[src/rtl/reg_types_pkg.sv]
// Shared register-file types: data/index types, zero-register constants, file request bundle.
// Also holds the operand-fetch state encoding and the writeback hit helper.
package reg_types_pkg;

    localparam int XLEN       = 32;
    localparam int REG_ADDR_W = 5;

    typedef logic [XLEN-1:0]       reg_data_t;
    typedef logic [REG_ADDR_W-1:0] reg_index_t;

    localparam reg_index_t REG_ZERO     = '0;
    localparam reg_data_t  REG_ZERO_VAL = '0;

    // Request side of the register-file port pair (read data returns separately).
    typedef struct packed {
        reg_index_t read_reg_addr_1;
        reg_index_t read_reg_addr_2;
        reg_index_t write_reg_addr;
        reg_data_t  write_data;
        logic       write_enable;
    } reg_file_io_t;

    typedef enum logic {
        OF_EMPTY = 1'b0,
        OF_FULL  = 1'b1
    } of_state_e;

    // x0 is hardwired, so a write to it must never look like a hit.
    function automatic logic wb_hits(input logic en, input reg_index_t wa, input reg_index_t a);
        return en && (wa == a) && (a != REG_ZERO);
    endfunction

endpackage

[src/rtl/operand_bypass_m.sv]
// One operand's bypass: captures a writeback that lands on the edge the file is read,
// then selects x0 / live writeback / captured writeback / file data, zeroed when not valid.
module operand_bypass_m
    import reg_types_pkg::*;
(
    input  logic       clk,
    input  logic       clear,
    input  logic       valid,
    input  reg_index_t rd_addr,
    input  reg_index_t held_rs,
    input  logic       wb_en,
    input  reg_index_t wb_addr,
    input  reg_data_t  wb_data,
    input  reg_data_t  rf_data,
    output reg_data_t  operand
);

    logic      hit_q;
    reg_data_t data_q;

    // The file returns the pre-write value when read and write share an edge.
    always_ff @(posedge clk) begin
        if (clear) begin
            hit_q <= 1'b0;
        end else begin
            hit_q <= wb_hits(wb_en, wb_addr, rd_addr);
        end
        data_q <= wb_data;
    end

    always_comb begin
        operand = REG_ZERO_VAL;
        if (!valid || held_rs == REG_ZERO) begin
            operand = REG_ZERO_VAL;
        end else if (wb_en && wb_addr == held_rs) begin
            operand = wb_data;
        end else if (hit_q) begin
            operand = data_q;
        end else begin
            operand = rf_data;
        end
    end

endmodule

[src/rtl/operand_fetch.sv]
// Operand fetch between decode and execute: one-entry holding stage over a 1-cycle register file.
// Latency 1, throughput 1/cycle; in_ready drops only when full and execute stalls, or on flush/reset.
module operand_fetch
    import reg_types_pkg::*;
#(
    parameter int TAG_WIDTH = 32
) (
    input  logic                 clk,
    input  logic                 reset,
    input  logic                 in_valid,
    output logic                 in_ready,
    input  reg_index_t           in_rs1,
    input  reg_index_t           in_rs2,
    input  logic [TAG_WIDTH-1:0] in_tag,
    output logic                 out_valid,
    input  logic                 out_ready,
    output reg_data_t            out_rs1_data,
    output reg_data_t            out_rs2_data,
    output logic [TAG_WIDTH-1:0] out_tag,
    input  logic                 flush,
    input  logic                 wb_en,
    input  reg_index_t           wb_addr,
    input  reg_data_t            wb_data,
    output reg_index_t           rf_read_reg_addr_1,
    output reg_index_t           rf_read_reg_addr_2,
    output reg_index_t           rf_write_reg_addr,
    output reg_data_t            rf_write_data,
    output logic                 rf_write_enable,
    input  reg_data_t            rf_read_data_1,
    input  reg_data_t            rf_read_data_2
);

    of_state_e            state_q, state_d;
    reg_index_t           rs1_q, rs2_q;
    logic [TAG_WIDTH-1:0] tag_q;
    logic                 out_valid_q;
    logic                 accept;
    reg_file_io_t         rf_req;

    assign out_valid_q = (state_q == OF_FULL);
    assign in_ready    = !reset && !flush && (!out_valid_q || out_ready);
    assign accept      = in_valid && in_ready;

    always_comb begin
        state_d = state_q;
        unique case (state_q)
            OF_EMPTY: begin
                if (accept) state_d = OF_FULL;
            end
            OF_FULL: begin
                if (flush)                     state_d = OF_EMPTY;
                else if (out_ready && !accept) state_d = OF_EMPTY;
            end
        endcase
    end

    always_ff @(posedge clk) begin
        if (reset) begin
            state_q <= OF_EMPTY;
        end else begin
            state_q <= state_d;
        end
    end

    always_ff @(posedge clk) begin
        if (reset) begin
            rs1_q <= REG_ZERO;
            rs2_q <= REG_ZERO;
            tag_q <= '0;
        end else if (accept) begin
            rs1_q <= in_rs1;
            rs2_q <= in_rs2;
            tag_q <= in_tag;
        end
    end

    // Re-reading the held indices every cycle keeps a stalled entry current.
    always_comb begin
        rf_req.read_reg_addr_1 = accept ? in_rs1 : rs1_q;
        rf_req.read_reg_addr_2 = accept ? in_rs2 : rs2_q;
        rf_req.write_reg_addr  = wb_addr;
        rf_req.write_data      = wb_data;
        rf_req.write_enable    = wb_en && !reset;
    end

    assign rf_read_reg_addr_1 = rf_req.read_reg_addr_1;
    assign rf_read_reg_addr_2 = rf_req.read_reg_addr_2;
    assign rf_write_reg_addr  = rf_req.write_reg_addr;
    assign rf_write_data      = rf_req.write_data;
    assign rf_write_enable    = rf_req.write_enable;

    operand_bypass_m u_byp_rs1 (
        .clk     (clk),
        .clear   (reset || flush),
        .valid   (out_valid_q),
        .rd_addr (rf_req.read_reg_addr_1),
        .held_rs (rs1_q),
        .wb_en   (wb_en),
        .wb_addr (wb_addr),
        .wb_data (wb_data),
        .rf_data (rf_read_data_1),
        .operand (out_rs1_data)
    );

    operand_bypass_m u_byp_rs2 (
        .clk     (clk),
        .clear   (reset || flush),
        .valid   (out_valid_q),
        .rd_addr (rf_req.read_reg_addr_2),
        .held_rs (rs2_q),
        .wb_en   (wb_en),
        .wb_addr (wb_addr),
        .wb_data (wb_data),
        .rf_data (rf_read_data_2),
        .operand (out_rs2_data)
    );

    assign out_valid = out_valid_q;
    assign out_tag   = out_valid_q ? tag_q : '0;

endmodule

[config.mk]
export PLATFORM = sky130hd
export DESIGN_NAME = operand_fetch
export DESIGN_NICKNAME = d
export VERILOG_FILES = /design/src/rtl/reg_types_pkg.sv /design/src/rtl/operand_bypass_m.sv /design/src/rtl/operand_fetch.sv
export SDC_FILE = /design/constraint.sdc
export NUM_CORES = 1
export LEC_CHECK = 0
export CORE_AREA = 2 2 113 115
export DETAILED_ROUTE_END_ITERATION = 8
export DIE_AREA = 0 0 115 117
export GPL_TIMING_DRIVEN = 0
export PLACE_DENSITY = 0.87
export SLEW_MARGIN = 20
export SYNTH_ARGS = -nofsm -noshare
export SYNTH_HDL_FRONTEND = slang
export SYNTH_SLANG_ARGS = --single-unit
[constraint.sdc]
create_clock -name clk -period 3.5 [get_ports clk]
set_input_delay 0.35 -clock clk [delete_from_list [all_inputs] [get_ports clk]]
set_output_delay 0.35 -clock clk [all_outputs]
set_load 0.01 [all_outputs]
==> impl_metrics.tcl <==
set metrics [dict create \
    outcome "finished, final reports clean" \
    cp_cell_sequence "clkdlybuf4s50_1 > nor2b_1 > or3_1 > a2111o_1 > buf_6 > buf_2 > nor2_1 > a211oi_2 > clkdlybuf4s50_1" \
    fin_crit_ns 3.390 \
    fin_crit_sh_pct 96.85 \
    drt_iter0_markers 304 \
    root_buffer "clkbuf_16" \
    drive_gt1_share_pct 11.44 \
    final_common_cell "clkdlybuf4s50_1" \
    r2r_slack_ns 1.35 \
    peakVddDrop_v 0.0002060 \
    crit_family "buffers and inverters" \
    worstPathArrival_ns 3.04 \
    crit_buf_inv 4 \
    crit_type "in2out" \
    dp_hpwl_mm 13.64 \
    drv_slew 0 \
    grt_util_met1_pct 27.42 \
    die_h_um 117 \
    rsz0062_at_grt "no" \
    vias 5140 \
    fin_total_pwr_mw 2.393 \
    port_buffers 290 \
    drt-wirelength-per-cell_um 16.88 \
    cts_tree "done" \
    hold_depth 2 \
    rr_worst_depth 6 \
    first_pass_iters 4 \
    grt_start_max_net_pins 15 \
    timing.fmax_ghz 0.2950 \
    ctsHoldBuffers 0 \
    critical-path-max-stage-delay_ns 0.59 \
    antenna_cells 0 \
    overflow 0 \
    clk_path_buf_depth 2 \
    syn_to_final_growth_pct 72.62 \
    yosysUniqueCellTypes 36 \
    fin_worst_skew_ns 0.008301 \
    die-area_um2 13460 \
    setup_viol 0 \
    p_per_area_nw_per_um2 294.5 \
    synth-seq-cells 77 \
    fin_tns_setup_ns 0 \
    crit_required_ns 3.15 \
    r2r-start "out_valid" \
    worst_pin_slew_ns 0.7805 \
    clk_pin_slew_worst_paths_ns 0.06 \
    grtUsageMet3_pct 7.775 \
    netlist_area_um2 4707 \
    grt_pass1_wl_mm 25.92 \
    finalNetCount 1027 \
    yosysSeqAreaShare_pct 32.75 \
    layout.cells.non_filler 1033 \
    synth_area_per_cell_um2 8.186 \
    worstSkewPairLatency_ns 0.34 \
    row_count 41 \
    initial_core_util_pct 38.23 \
    slew_headroom_pct 47.96 \
    startpoint_type "input pin" \
    cts.sinks 77 \
    crit_path_end_kind "output port" \
    io_pins 295 \
    drc 0 \
    fp.dieW_um 115 \
    dp_slack_ns -0.006286 \
    cts_made_buffers 9 \
    crit_fanout 10 \
    max_cap_viol_count 0 \
    grt_pass1_vias 4983 \
    grt_use_met2_pct 43.73 \
    grt_usage_pct 24.72 \
    synth_nets 724 \
    setup_ws_ns 0.1104 \
    hp-start "reset" \
    htreeDepth 3 \
    min_to "rs2_q[2]" \
    cp_slowest_cell "clkdlybuf4s50_1" \
    yosys_warnings 0 \
    vias_per_cell 4.976 \
    dpl.cell_count 1015 \
    drtAntennaViolNets 0 \
    layout_common_cells "clkdlybuf4s50_1 (290), nand2_1 (86), dfxtp_1 (77)" \
    utilization_pct 66.00 \
    placeableCoreArea_um2 12310 \
    drt-total-wl_mm 17.44 \
    place_congestion 0.8732 \
    cpMostUsedCell "clkdlybuf4s50_1" \
    hold_violations 0 \
    grt_antenna_before_repair 1 \
    synthCells 575 \
    gr-max-usage-layer "met2" \
    r2r_end "u_byp_rs1.hit_q" \
    leakage_nw 2.982 \
    min_path_type "in2reg" \
]
==> final cells by class <==
cell class              count  area, um^2
multi-input cells         406        2634
plain buffers              84       503.0
fillers                  1045        4187
inverters                   8       30.03
clock buffers              10       239.0
clock inverters             6       72.57
well taps                 150       187.7
repair buffers            292        2918
flip-flops and latches     77        1541
==> synth_stat cells <==
cell / n / area share [%]
nand2_1: 86 / 6.9
dfxtp_1: 77 / 33
nor2_1: 75 / 6.0
mux2i_1: 70 / 15
a21oi_1: 39 / 4.1
buf_4: 37 / 5.9
a211oi_1: 34 / 5.4
and2_1: 32 / 4.3
clkbuf_1: 31 / 2.5
a211oi_2: 30 / 8.0
buf_2: 8 / 0.85
inv_1: 8 / 0.64
xor2_1: 6 / 1.1
buf_6: 5 / 1.2
xnor2_1: 5 / 0.93
a2111oi_0: 3 / 0.56
buf_1: 3 / 0.24
nor2b_1: 3 / 0.40
nor3_1: 2 / 0.21
nor4_1: 2 / 0.27
o21ai_1: 2 / 0.21
or2_2: 2 / 0.27
or4_1: 2 / 0.32
a2111o_1: 1 / 0.24
a221o_1: 1 / 0.21
a222oi_1: 1 / 0.21
and2b_1: 1 / 0.16
and3b_1: 1 / 0.19
nand2b_1: 1 / 0.13
nand3_1: 1 / 0.11
nand3b_1: 1 / 0.16
nand4_1: 1 / 0.13
o2111ai_1: 1 / 0.19
o21a_1: 1 / 0.16
o22ai_1: 1 / 0.13
or3_1: 1 / 0.13
==> layer usage <==
layer,share of wire (%),vias up
li1,-,2547
met5,0.075,-
met4,3.1,2
met1,38,2347
met3,9.0,38
met2,49,206
==> how the worst max path moves through the flow <==
| stage | start | end | slack, ns | cells past startpoint |
|---|---|---|---|---|
| floorplan | wb_addr[3] | out_rs1_data[0] | 1.39 | 6 |
| global placement | wb_addr[2] | out_rs2_data[28] | -0.007 | 7 |
| detailed placement | wb_addr[2] | out_rs2_data[27] | -0.006 | 7 |
| CTS | wb_addr[2] | out_rs2_data[27] | 0.009 | 7 |
| global route | wb_addr[2] | out_rs1_data[0] | 0.02 | 8 |
| finish | wb_addr[2] | out_rs1_data[4] | 0.11 | 9 |
==> flip-flops by register name, summed over array words and instances, names as in the netlist <==
name / cells
tag_q: 32
u_byp_rs2.data_q: 32
rs1_q: 5
rs2_q: 5
out_valid: 1
u_byp_rs1.hit_q: 1
u_byp_rs2.hit_q: 1
==> stage by stage <==
step / instance area [um^2] / hold WS, ns
final: 8125 / 0.3241
after detailed placement: 7797 / 0.4418
after global placement: 7797 / 0.4374
after global routing: 8125 / 0.3248
after CTS: 8109 / 0.3100
after floorplan: 4707 / 0.3777
==> logic make-up (layout without fill, tap and decap cells) <==
family,count (synthesis),in the layout,share of synthesized area (%)
AND/OR/NAND/NOR,211,211,19.56
AO/OA/AOI/OAI,114,114,19.46
flip-flops,77,77,32.75
XOR/XNOR,11,11,2.047
buffers and inverters,92,400,11.30
multiplexers,70,70,14.89
==> timing repair <==
item | CTS | global route
endpoints found under the setup margin | 0 | 28
setup buffers | 0 | 2
gates resized for setup | 0 | 2
==> power by group <==
part           switching (mW)  internal [mW]
Combinational           0.192          0.297
Clock                   0.394          0.577
Sequential             0.0200          0.913
Total                   0.606           1.79
Note: power is estimated with default switching activity, not from simulation.
